**config.mk**
```make
export PLATFORM = sky130hd
export DESIGN_NAME = id_hazard_scoreboard
export DESIGN_NICKNAME = d
export VERILOG_FILES = /design/src/rtl/id_pkg.sv /design/src/rtl/sb_operand_match.sv /design/src/rtl/id_hazard_scoreboard.sv
export SDC_FILE = /design/constraint.sdc
export NUM_CORES = 1
export LEC_CHECK = 0
export ABC_AREA = 1
export CORE_MARGIN = 2
export CORE_UTILIZATION = 52
export DETAILED_ROUTE_END_ITERATION = 12
export PLACE_DENSITY = 0.87
export SKIP_CTS_REPAIR_TIMING = 1
export SYNTH_ARGS = -nofsm -noshare
export SYNTH_HDL_FRONTEND = slang
export SYNTH_HIERARCHICAL = 1
export SYNTH_SLANG_ARGS = --single-unit
```
**constraint.sdc**
```tcl
create_clock -name clk -period 1.8 [get_ports clk]
set_clock_uncertainty 0.1 [all_clocks]
set_input_delay 0.45 -clock clk [delete_from_list [all_inputs] [get_ports clk]]
set_output_delay 0.45 -clock clk [all_outputs]
set_load 0.1 [all_outputs]
```
**src/rtl/id_pkg.sv**
```systemverilog
// Shared types and constants for the ID-stage hazard scoreboard.
// One scoreboard slot is one in-flight register write.
package id_pkg;

  localparam int SB_RA_W  = 5;
  localparam int SB_LAT_W = 2;

  localparam int FWD_RF   = 0;
  localparam int LAT_ALU  = 1;
  localparam int LAT_LOAD = 2;

  typedef struct packed {
    logic                valid;
    logic                fp;
    logic [SB_RA_W-1:0]  rw;
    logic [SB_LAT_W-1:0] rdy;
  } sb_entry_t;

endpackage

```
**src/rtl/sb_operand_match.sv**
```systemverilog
// Youngest-match search of one source operand against all slots.
// Array index j holds pipeline slot j+1.
module sb_operand_match
  import id_pkg::*;
#(
  parameter int DEPTH = 3,
  parameter int RA_W  = 5,
  parameter int SEL_W = 2
) (
  input  logic             use_i,
  input  logic             fp_i,
  input  logic [RA_W-1:0]  ra_i,
  input  sb_entry_t        slot_i [DEPTH],
  output logic             hit_o,
  output logic [SEL_W-1:0] k_o,
  output logic             ready_o
);

  logic live;

  // Walk oldest to youngest so the youngest match is the last one kept.
  // GPR r0 is hardwired zero and never matches; FPR f0 is real.
  always_comb begin
    hit_o   = 1'b0;
    k_o     = '0;
    ready_o = 1'b1;
    live    = use_i & (fp_i | (ra_i != '0));
    for (int j = DEPTH - 1; j >= 0; j--) begin
      if (live && slot_i[j].valid &&
          slot_i[j].fp == fp_i &&
          slot_i[j].rw == ra_i) begin
        hit_o   = 1'b1;
        k_o     = SEL_W'(j + 1);
        ready_o = (j + 1) >= int'(slot_i[j].rdy);
      end
    end
  end

endmodule

```
**src/rtl/id_hazard_scoreboard.sv**
```systemverilog
// ID-stage scoreboard: DEPTH-slot shift of in-flight writes, stall and forwarding selects.
// Optional stall statistics counter enabled by SCOREBOARD_STATS_EN.
module id_hazard_scoreboard
  import id_pkg::*;
#(
  parameter int DEPTH = 3,
  parameter int RA_W  = 5,
  parameter int LAT_W = 2,
  parameter int SEL_W = 2
) (
  input  logic                         clk,
  input  logic                         reset,
  input  logic                         issue_valid,
  input  logic                         issue_we,
  input  logic                         issue_fp,
  input  logic [RA_W-1:0]              issue_rw,
  input  logic [LAT_W-1:0]             issue_rdy,
  input  logic [RA_W-1:0]              rs,
  input  logic [RA_W-1:0]              rt,
  input  logic                         rs_fp,
  input  logic                         rt_fp,
  input  logic                         use_rs,
  input  logic                         use_rt,
  input  logic                         flush,
  output logic                         stall,
  output logic [SEL_W-1:0]             op_a_sel,
  output logic [SEL_W-1:0]             op_b_sel,
`ifdef SCOREBOARD_STATS_EN
  output logic [31:0]                  stall_cycles,
`endif
  output logic [$clog2(DEPTH+1)-1:0]   inflight
);

  localparam int CNT_W = $clog2(DEPTH + 1);

  sb_entry_t        slot_q [DEPTH];
  sb_entry_t        slot_d [DEPTH];
  logic             a_hit, a_rdy;
  logic             b_hit, b_rdy;
  logic [SEL_W-1:0] a_k, b_k;

  sb_operand_match #(
    .DEPTH (DEPTH),
    .RA_W  (RA_W),
    .SEL_W (SEL_W)
  ) u_match_rs (
    .use_i   (use_rs),
    .fp_i    (rs_fp),
    .ra_i    (rs),
    .slot_i  (slot_q),
    .hit_o   (a_hit),
    .k_o     (a_k),
    .ready_o (a_rdy)
  );

  sb_operand_match #(
    .DEPTH (DEPTH),
    .RA_W  (RA_W),
    .SEL_W (SEL_W)
  ) u_match_rt (
    .use_i   (use_rt),
    .fp_i    (rt_fp),
    .ra_i    (rt),
    .slot_i  (slot_q),
    .hit_o   (b_hit),
    .k_o     (b_k),
    .ready_o (b_rdy)
  );

  // A hit that is not yet ready holds ID; its sel is still driven as k.
  always_comb begin
    stall    = issue_valid & ~flush &
               ((a_hit & ~a_rdy) | (b_hit & ~b_rdy));
    op_a_sel = a_hit ? a_k : SEL_W'(FWD_RF);
    op_b_sel = b_hit ? b_k : SEL_W'(FWD_RF);
  end

  // Next slot contents: new entry or bubble in slot 1, flush kills old slot 1.
  always_comb begin
    slot_d[0] = '0;
    if (issue_valid & issue_we & ~stall & ~flush) begin
      slot_d[0].valid = 1'b1;
      slot_d[0].fp    = issue_fp;
      slot_d[0].rw    = issue_rw;
      slot_d[0].rdy   = (issue_rdy == '0) ? LAT_W'(LAT_ALU)
                                          : issue_rdy;
    end
    for (int j = 1; j < DEPTH; j++) begin
      slot_d[j] = slot_q[j-1];
    end
    slot_d[1].valid = slot_q[0].valid & ~flush;
  end

  // Slot shift register; the last slot retires every edge.
  always_ff @(posedge clk or posedge reset) begin
    if (reset) begin
      for (int j = 0; j < DEPTH; j++) begin
        slot_q[j] <= '0;
      end
    end else begin
      for (int j = 0; j < DEPTH; j++) begin
        slot_q[j] <= slot_d[j];
      end
    end
  end

  // Population count of valid slots.
  always_comb begin
    inflight = '0;
    for (int j = 0; j < DEPTH; j++) begin
      inflight = inflight + CNT_W'(slot_q[j].valid);
    end
  end

`ifdef SCOREBOARD_STATS_EN
  logic [31:0] stall_cnt_q;
  logic [31:0] stall_cnt_d;

  // Saturating count of stalled cycles.
  always_comb begin
    stall_cnt_d = stall_cnt_q;
    if (stall && stall_cnt_q != '1) begin
      stall_cnt_d = stall_cnt_q + 32'd1;
    end
  end

  // Counter register, cleared only by reset.
  always_ff @(posedge clk or posedge reset) begin
    if (reset) begin
      stall_cnt_q <= '0;
    end else begin
      stall_cnt_q <= stall_cnt_d;
    end
  end

  assign stall_cycles = stall_cnt_q;
`endif

endmodule

```
; Yosys cells after proc, flatten, opt, wreduce, memory -nomap -nowiden
; Index checks and enable logic that the tools add are counted.
[op_classes]
add_sub_neg = 2
magnitude_cmp = 2
eq_ne = 12
mux = 20
bitwise_logic = 17
n_reduce_logical = 21
[ops]
columns = operator, count
row1 = $eq A5 B5 Y1, 6
row2 = $logic_and A1 B1 Y1, 18
row3 = $mux W2, 9
row4 = $and A1 B1 Y1, 10
row5 = $mux W1, 10
row6 = $reduce_bool A5 Y1, 2
row7 = $mux W9, 1
row8 = $eq A1 B1 Y1, 6
row9 = $not A1 Y1, 4
row10 = $or A1 B1 Y1, 3
row11 = $add A1 B1 Y2, 1
row12 = $add A2 B1 Y2, 1
row13 = $ge A1 B2 Y1 const A, 1
row14 = $ge A2 B2 Y1 const A, 1
row15 = $logic_not A2 Y1, 1
[totals]
ff_bits = 25
inputBits = 27

; Depth between registers and ports, before layout
; Gate-level depths: netlist of the first run.
[logic_depth]
depth_word = 16
ltp_mapped = 14
depth_no_buf = 14

; Cells and area by module
; The synthesis of the first run kept the hierarchy.
[modules_own_cells]
columns = module, n_inst, cells_per_inst, area_each_um2, seq_area_each_um2
row1 = sb_operand_match, 2, 93, 439.2, 0.0
row2 = id_hazard_scoreboard, 1, 65, 862.1, 675.6

; Least setup slack after synthesis of the first run
; Ideal clock, no wire load.
[synth_path]
path_type = input to output
startpoint = in rt_fp
endpoint = out stall
arrival_time_ns = 2.627
required_time_ns = 1.250
slack_ns = -1.377
stages = 11
n_path_buf = 0
path_cell_list = inv_1 -> nand2_1 -> nand2_1 -> nand4_2 -> nor2_4 -> nand3_1 -> nand2_1 -> inv_1 -> inv_1 -> nand2_1 -> a21oi_1
[synth_between]
elab_chain_len = 11
[synth_rtl]
columns = element, line_no
row1 = "start, declared", id_hazard_scoreboard.sv:21  ; input logic rt_fp,
row2 = $or A1 B1 Y1, sb_operand_match.sv:27  ; live = use_i & (fp_i | (ra_i != '0));
row3 = $and A1 B1 Y1, sb_operand_match.sv:27
row4 = $logic_and A1 B1 Y1 (2 in series), sb_operand_match.sv:29  ; if (live && slot_i[j].valid &&
row5 = $logic_and A1 B1 Y1, sb_operand_match.sv:30  ; slot_i[j].fp == fp_i &&
row6 = $mux W1, sb_operand_match.sv:29
row7 = $mux W1 (*), sb_operand_match.sv:29
row8 = via b_rdy, id_hazard_scoreboard.sv:39  ; logic b_hit, b_rdy;
row9 = $not A1 Y1 (*), id_hazard_scoreboard.sv:73  ; ((a_hit & ~a_rdy) | (b_hit & ~b_rdy));
row10 = $and A1 B1 Y1 (*), id_hazard_scoreboard.sv:73
row11 = $or A1 B1 Y1 (*), id_hazard_scoreboard.sv:73
row12 = $and A1 B1 Y1 (*), id_hazard_scoreboard.sv:72  ; stall = issue_valid & ~flush &
row13 = "end, declared", id_hazard_scoreboard.sv:25  ; output logic stall,
; Mark *: on every way through the listed nets, which the timed path passes. The rest lies on a longest branch.

; Worst setup path after layout of the first run
[layout_path]
startpoint = reg slot_q (netlist bit slot_d[3])
endpoint = out stall
[layout_between]
elab_chain_len = 8
[layout_rtl]
columns = element, line_no
row1 = "start, declared", id_hazard_scoreboard.sv:36  ; sb_entry_t slot_q [DEPTH];
row2 = "start signal, assigned by index", id_hazard_scoreboard.sv:102  ; slot_q[j] <= slot_d[j];
row3 = $eq A5 B5 Y1, sb_operand_match.sv:31  ; slot_i[j].rw == ra_i) begin
row4 = $logic_and A1 B1 Y1, sb_operand_match.sv:30
row5 = $mux W1 (2 in series), sb_operand_match.sv:29
row6 = via a_rdy, id_hazard_scoreboard.sv:38  ; logic a_hit, a_rdy;
row7 = $not A1 Y1, id_hazard_scoreboard.sv:73
row8 = $and A1 B1 Y1, id_hazard_scoreboard.sv:73
row9 = $or A1 B1 Y1, id_hazard_scoreboard.sv:73
row10 = $and A1 B1 Y1, id_hazard_scoreboard.sv:72
; The timed path passes the listed nets, and every way through them passes these cells.

==> results.yml, run 1 <==
power_and_ir_drop:
  pwr-share-comb_pct: 25.4
  internal_power_mw: 0.798
  ir_worst_vdd_v: 0.000399
  total_power_mw: 1.14
  p_sw_share_pct: 30.2
  p_leak_nw: 1.34
  power_density_nw_per_um2: 441
  clkPwrFrac_pct: 22.5
  p_seq_share_pct: 52.1
  switchingPower_mw: 0.346
worst_setup_path:
  r2r_slack_ns: -0.05
  required_ns: 1.25
  worstSetupEndpointType: "output pin"
  rr_startpoint: "slot_q[26]$_DFF_PP0_"
  arrival_ns: 1.99
  path_max_fanout: 5
  critPathKind: "flop to output pin"
  r2r_end: "slot_d[13]$_DFF_PP0_"
  crit_path_start_kind: "flop"
  r2r_cells: 12
  cp-startpoint: "slot_d[3]$_DFF_PP0_"
global_route:
  grt_usage_pct: 25.6
  overflow: 0
  first_global_vias: 1639
  grt_pass1_wl_mm: 7.03
  grt_max_degree: 26
  antenna_found_initial: 0
cts:
  cts_made_buffers: 3
  worst_skew_pair.late_latency_ns: 0.33
  cts.path.max_buffers: 2
  cts-root-buf: "clkbuf_4"
  cts_sinks: 25
  cts.clk_slew.worst_paths_ns: 0.14
  cts_tree: "built"
  htree_levels: 1
detailed_routing:
  vias: 1800
  routed.top_layer: "met4"
  ant_nets: 0
  drt-wirelength-per-cell_um: 14.2
  drt_first_pass_iters: 4
  wl_met3_um: 270
  wl_met1_mm: 1.85
  drc_errors: 0
  wirelength_mm: 4.93
  wl_met2_mm: 2.66
  dr.first_iter.drc_count: 141
  drt-vias-per-instance: 5.17
run_status:
  violations: "setup timing"
  outcome: "finished with violations"
synth:
  syn-instance-count: 249
  syn_nets: 277
  ys.warnings.count: 6
  syn_area_um2: 1690
  avgSynthCellArea_um2: 6.79
floorplan:
  core_area_um2: 3080
  rows: 20
  die_w_um: 61.0
  start_util_pct: 54.9
  die_h_um: 61.0
  ios: 34
  dieArea_um2: 3720
min_path:
  min_to: "slot_d[0]$_DFF_PP0_"
  hold_class: "flop to flop"
  hold_depth: 0
  hp-start: "slot_d[9]$_DFF_PP0_"
final_layout:
  syn_to_final_growth_pct: 53.6
  antenna_cells: 0
  fillCellCount: 184
  drive_gt1_share_pct: 37.5
  layout.nets: 333
  multi_input_area_um2: 1030
  regArea_um2: 634
timing:
  worst_slew_pin_slew_ns: 0.315
  rsz0062_at_grt: "true"
  slew_headroom_pct: 79.0
  slew_viol_final: 0
  timing.fmax_mhz: 394
  hold_slack_ns: 0.279
  period_share_pct: 141
  period_needed_ns: 2.54
  hold_violations: 0
  setup_violations: 16
  setup_ws_ns: -0.737
placement:
  place_ws_ns: -0.994
  place.gp.congestion: 0.816
  place.port_buffers: 33
  dp_hpwl_mm: 3.18
job:
  maxCapViolations: 0
-- state kept, by name, summed over array words and instances, names as in the netlist --
register,cells
slot_d,17
slot_q,8
-- cell usage in the layout, fill, tap and decap left out, types with 5 or more instances in the layout --
cell type / n
dfrtp_1: 18
inv_1: 41
nand3_1: 5
inv_2: 16
buf_12: 7
or2_4: 6
nand2_2: 7
dfrtp_2: 7
buf_6: 5
nand3_2: 11
nor3_2: 6
nor2_2: 8
dlymetal6s2s_1: 12
buf_4: 12
nor2_1: 11
clkdlybuf4s50_1: 14
nand2_1: 73
-- worst max path at each step --
stage	end	depth (start not counted)
after CTS	stall	15
after global routing	stall	13
after global placement	stall	15
after detailed placement	stall	15
after floorplan	stall	12
final	stall	13
-- power groups by stage --
stage	registers, mW	logic [mW]	clock network (mW)
2_1_floorplan	0.599	0.139	0
3_3_place_gp	0.603	0.257	0
3_5_place_dp	0.604	0.265	0
4_1_cts	0.593	0.268	0.257
5_1_grt	0.598	0.316	0.281
6_report	0.596	0.291	0.257
-- metrics by stage --
step / TNS [ns] / cells / util (%) / cell area (µm²)
6_report: -4.15 / 348 / 84.3 / 2600
4_1_cts: -8.20 / 344 / 77.0 / 2370
5_1_grt: -5.92 / 348 / 84.3 / 2600
2_1_floorplan: -1.80 / 249 / - / 1780
3_5_place_dp: -10.58 / 340 / 76.1 / 2340
3_3_place_gp: -9.93 / 340 / 76.1 / 2340
-- critical path: stages, from the launching register on --
cell and delay [ns]:
dfrtp_1 0.43, inv_1 0.06, nand2_1 0.05, nand2_1 0.07, nor2_2 0.14, nand3_2 0.13
nor2_4 0.13, nand3_2 0.08, nand2_1 0.06, inv_1 0.04, inv_1 0.05, nand2_2 0.08
a21oi_4 0.15, buf_12 0.19
-- per-layer routing --
metal  track usage [%]  vias up
li1                  -      852
met1              33.7      850
met2              43.9       81
met3              1.89       17
met4              10.6        0
met5                 0        -
-- final cells by class --
| type | count | area share, % |
|---|---|---|
| Multi-Input combinational cell | 161 | 39.8 |
| Tap cell | 44 | 2.12 |
| Clock buffer | 4 | 1.01 |
| Sequential cell | 25 | 24.4 |
| Inverter | 64 | 10.4 |
| Timing Repair Buffer | 50 | 22.2 |
Power figures use the tool's default switching activity.
==> inputs of run 2 (changes only) <==
--- a/constraint.sdc
+++ b/constraint.sdc
@@ -4,2 +4,2 @@
 set_output_delay 0.45 -clock clk [all_outputs]
-set_load 0.1 [all_outputs]
+set_load 0.01 [all_outputs]
==> run 2 against run 1 <==
Against the previous run: hold slack worse by 0.0091 ns; sequential power about the same; largest cell class unchanged; register-to-register slack lost 0.07 ns; the flow still finishes with violations (setup timing); highest routed layer unchanged; non-clock buffer count stayed put.
==> results.yml, run 2 (synthesis results as in run 1) <==
run_status:
  outcome: "finished with violations"
  violations: "setup timing"
timing:
  period_needed_ns: 2.40
  period_share_pct: 133
  slew_headroom_pct: 79.2
  hold_violations: 0
  slew_viol_final: 0
  setup_violations: 16
  worst_slew_pin_slew_ns: 0.312
  timing.fmax_mhz: 417
  rsz0062_at_grt: "true"
  setup_ws_ns: -0.597
min_path:
  hold_class: "flop to flop"
  min_to: "slot_d[0]$_DFF_PP0_"
  hold_depth: 0
  hp-start: "slot_d[9]$_DFF_PP0_"
final_layout:
  drive_gt1_share_pct: 29.3
  layout.cells.non_filler: 348
  final_cell_mix: "79 x nand2_1, 50 x inv_1, 21 x dfrtp_1, 14 x clkdlybuf4s50_1"
  stdcell_area_um2: 2370
  layout.nets: 333
  syn_to_final_growth_pct: 40.0
  largest_reg_flops: 17
  layout_commonest_cell: "nand2_1"
  antenna_cells: 0
detailed_routing:
  dr.first_iter.drc_count: 70
  wirelength_mm: 3.97
  vias: 1668
  drt-wirelength-per-cell_um: 11.4
  drt_first_pass_iters: 4
  drt-vias-per-instance: 4.79
  ant_nets: 0
  drc_errors: 0
job:
  maxCapViolations: 0
cts:
  cts_sinks: 25
  cts_tree: "built"
  htree_levels: 1
  cts.path.max_buffers: 2
  cts-root-buf: "clkbuf_4"
  worst_skew_pair.late_latency_ns: 0.31
  cts_made_buffers: 3
  cts.clk_slew.worst_paths_ns: 0.13
floorplan:
  die_h_um: 61.0
  core_area_um2: 3080
  dieArea_um2: 3720
  start_util_pct: 54.9
  rows: 20
  ios: 34
  die_w_um: 61.0
global_route:
  first_global_vias: 1470
  grt_usage_pct: 22.1
  antenna_found_initial: 0
  grt_pass1_wl_mm: 6.08
  overflow: 0
  grt_max_degree: 26
placement:
  place.gp.congestion: 0.869
  dp_hpwl_mm: 2.97
  place_ws_ns: -1.26
  placedCellCount: 338
  placed_area_um2: 2170
  place.port_buffers: 33
power_and_ir_drop:
  power_density_nw_per_um2: 452
  p_leak_nw: 1.33
  ir_worst_vdd_v: 0.000431
worst_setup_path:
  worstSetupEndpointType: "output pin"
  path_max_fanout: 4
  arrival_ns: 1.85
  crit_path_start_kind: "flop"
  r2r_end: "slot_d[15]$_DFF_PP0_"
  r2r_slack_ns: -0.12
  r2r_cells: 13
  required_ns: 1.25
  critPathKind: "flop to output pin"
  rr_startpoint: "slot_q[26]$_DFF_PP0_"
-- run 2: cell count changes in the layout (fill, tap and decap cells not counted), sizes merged --
cell / delta
clkinvlp: -4
inv: +4
-- run 2: metal layers --
metal  wire length [µm]  GRT usage (%)
met1               1650           30.4
met5                  0              0
met3                190           1.26
met2               2090           38.1
met4                 32           6.52
-- run 2: how the worst max path moves through the flow --
stage,from,endpoint,slack [ns],depth (start not counted)
detailed placement,rs[2],stall,-1.26,14
floorplan,rs[0],stall,-0.07,12
finish,slot_q[26]$_DFF_PP0_,stall,-0.60,12
CTS,rs[2],stall,-1.27,14
global placement,rs[2],stall,-1.23,14
global route,slot_d[5]$_DFF_PP0_,stall,-0.72,13
-- run 2: where the power goes --
| part | internal (mW) | total (mW) | switching [mW] |
|---|---|---|---|
| Combinational | 0.115 | 0.236 | 0.121 |
| Sequential | 0.577 | 0.594 | 0.0168 |
| Clock | 0.0864 | 0.241 | 0.155 |
-- run 2: area by class of cell --
class	count	area, µm²
clock buffers	4	26.3
well taps	44	55.1
fillers	235	711
flip-flops and latches	25	631
multi-input cells	161	931
repair buffers	50	484
inverters	64	240
-- run 2: per-stage QoR --
step | hold WS [ns] | total power [mW] | util, % | setup TNS (ns)
after floorplan | 0.231 | 0.709 | - | -0.0690
after global placement | 0.232 | 0.816 | 70.6 | -11.41
after detailed placement | 0.236 | 0.823 | 70.6 | -12.11
after CTS | 0.266 | 1.06 | 71.4 | -9.97
after global routing | 0.285 | 1.13 | 76.9 | -5.39
final | 0.270 | 1.07 | 76.9 | -3.79
-- run 2: worst max-delay path, cell delays in order (launching register included) --
cell	delay, ns
dfrtp_1	0.45
buf_6	0.12
a21boi_2	0.13
nand2_1	0.07
nor2_2	0.15
nand3_2	0.14
nand3_2	0.09
nand2_1	0.04
inv_1	0.05
inv_1	0.04
nand2_2	0.06
a21oi_2	0.05
buf_2	0.13
==> inputs of run 3 (changes only) <==
Settings changed: CORE_MARGIN 2 to 10, CORE_UTILIZATION 52 to 47, MAX_ROUTING_LAYER set to met4, PLACE_DENSITY 0.87 to 0.83.
Clock period 1.8 ns to 2 ns, I/O delays scaled along.
==> run 3 against run 2 <==
Against the previous run: the run still ends with setup timing left; first-iteration DRC count rose by 34%; sequential share of layout area shrank 0.35 points; register-to-register slack better by 0.22 ns; largest power group unchanged; hold slack lost 0.0052 ns; clock power decreased by 7%; highest routed layer unchanged; worst setup slack improved by 0.12 ns; combinational power decreased by 8%.
==> results.yml, run 3 (synthesis results as in run 1) <==
power_and_ir_drop:
  power_density_nw_per_um2: 406
  p_leak_nw: 1.34
  ir_worst_vdd_v: 0.000389
cts:
  cts_sinks: 25
  cts.path.max_buffers: 2
  cts_tree: "built"
  cts-root-buf: "clkbuf_4"
  worst_skew_pair.late_latency_ns: 0.32
  cts_made_buffers: 3
  htree_levels: 1
  cts.clk_slew.worst_paths_ns: 0.13
placement:
  place.port_buffers: 33
  place.gp.congestion: 0.875
  dp_hpwl_mm: 3.26
run_status:
  outcome: "finished with violations"
  violations: "setup timing"
final_layout:
  layout_commonest_cell: "nand2_1"
  largest_reg_flops: 17
  fin_util_pct: 70.5
  fillCellCount: 284
  antenna_cells: 0
  final_cell_mix: "69 x nand2_1, 45 x inv_1, 19 x dfrtp_1, 18 x inv_2, 14 x clkdlybuf4s50_1"
  layout.nets: 335
  drive_gt1_share_pct: 35.3
  syn_to_final_growth_pct: 42.5
floorplan:
  core_area_um2: 3420
  die_w_um: 80.0
  dieArea_um2: 6400
  die_h_um: 80.0
  rows: 21
  ios: 34
  start_util_pct: 49.5
detailed_routing:
  ant_nets: 0
  drt-wirelength-per-cell_um: 12.0
  drc_errors: 0
  drt-vias-per-instance: 4.74
  wirelength_mm: 4.24
  drt_first_pass_iters: 4
  vias: 1668
  dr.first_iter.drc_count: 94
worst_setup_path:
  path_max_fanout: 3
  critPathKind: "flop to output pin"
  arrival_ns: 1.88
  rr_startpoint: "slot_d[3]$_DFF_PP0_"
  crit_path_start_kind: "flop"
  worstSetupEndpointType: "output pin"
  r2r_slack_ns: 0.10
  required_ns: 1.40
  r2r_cells: 14
  cp-startpoint: "slot_d[3]$_DFF_PP0_"
global_route:
  grt_usage_pct: 13.3
  antenna_found_initial: 0
  first_global_vias: 1574
  grt_pass1_wl_mm: 6.73
  grt_max_degree: 26
  overflow: 0
timing:
  worst_slew_pin_slew_ns: 0.313
  slew_headroom_pct: 79.1
  final.setup.tns_ns: -2.25
  setup_violations: 6
  period_needed_ns: 2.48
  period_share_pct: 124
  timing.fmax_mhz: 403
  hold_violations: 0
  setup_ws_ns: -0.481
  rsz0062_at_grt: "true"
  slew_viol_final: 0
min_path:
  hold_depth: 0
  hold_class: "flop to flop"
  hp-start: "slot_d[9]$_DFF_PP0_"
job:
  maxCapViolations: 0
run 3: cell count changes in the layout (fill, tap and decap cells not counted), sizes merged:
cell | previous run | this run
dlymetal6s2s | 12 | 11
clkbuf | 4 | 5
buf | 24 | 27
nand2 | 83 | 82
run 3: where the power goes:
group          internal, mW  switching, mW
registers             0.519         0.0149
clock network        0.0782          0.147
logic                 0.108          0.111
total                 0.705          0.272
run 3: layout make-up:
cell class              count  area (µm²)  share of cell area, %
flip-flops and latches     25         633                   26.3
well taps                  46        57.6                   2.39
clock buffers               4        26.3                   1.09
multi-input cells         160         938                   39.0
inverters                  64         240                   9.97
repair buffers             53         513                   21.3
run 3: metrics by stage:
stage	hold slack (ns)	worst slack [ns]	power, mW	instance area, µm²	std cells
after global placement	0.233	-1.15	0.740	2200	344
after floorplan	0.231	0.0266	0.638	1690	249
after CTS	0.267	-1.19	0.969	2230	348
after detailed placement	0.236	-1.19	0.745	2200	344
after global routing	0.289	-0.645	1.04	2410	352
final	0.265	-0.481	0.978	2410	352
run 3: worst max-delay path: stages, from the launching register on:
cell	delay, ns
dfrtp_2	0.44
buf_6	0.13
nand2_4	0.06
nand2_2	0.05
nor2_2	0.09
nand3_2	0.09
nor2_4	0.15
nand3_2	0.06
nand2_1	0.06
inv_1	0.04
inv_1	0.06
nand2_2	0.07
a21oi_2	0.12
buf_2	0.14
run 3: path summary, 6_finish.rpt:
kind | to
max reg2reg | slot_d[12]$_DFF_PP0_
max in group asynchronous | slot_d[11]$_DFF_PP0_
min | slot_d[0]$_DFF_PP0_
min in group asynchronous | slot_q[26]$_DFF_PP0_
max | stall
min reg2reg | slot_d[0]$_DFF_PP0_
run 3: per-layer routing:
layer | wire length (µm) | global-route usage [%] | part of all wire [%] | up-vias
met5 | 0 | - | 0 | -
met4 | 57 | 5.28 | 1.3 | 0
met3 | 203 | 2.25 | 4.8 | 5
met2 | 2030 | 21.2 | 48 | 37
met1 | 1950 | 16.3 | 46 | 765
li1 | - | - | - | 861
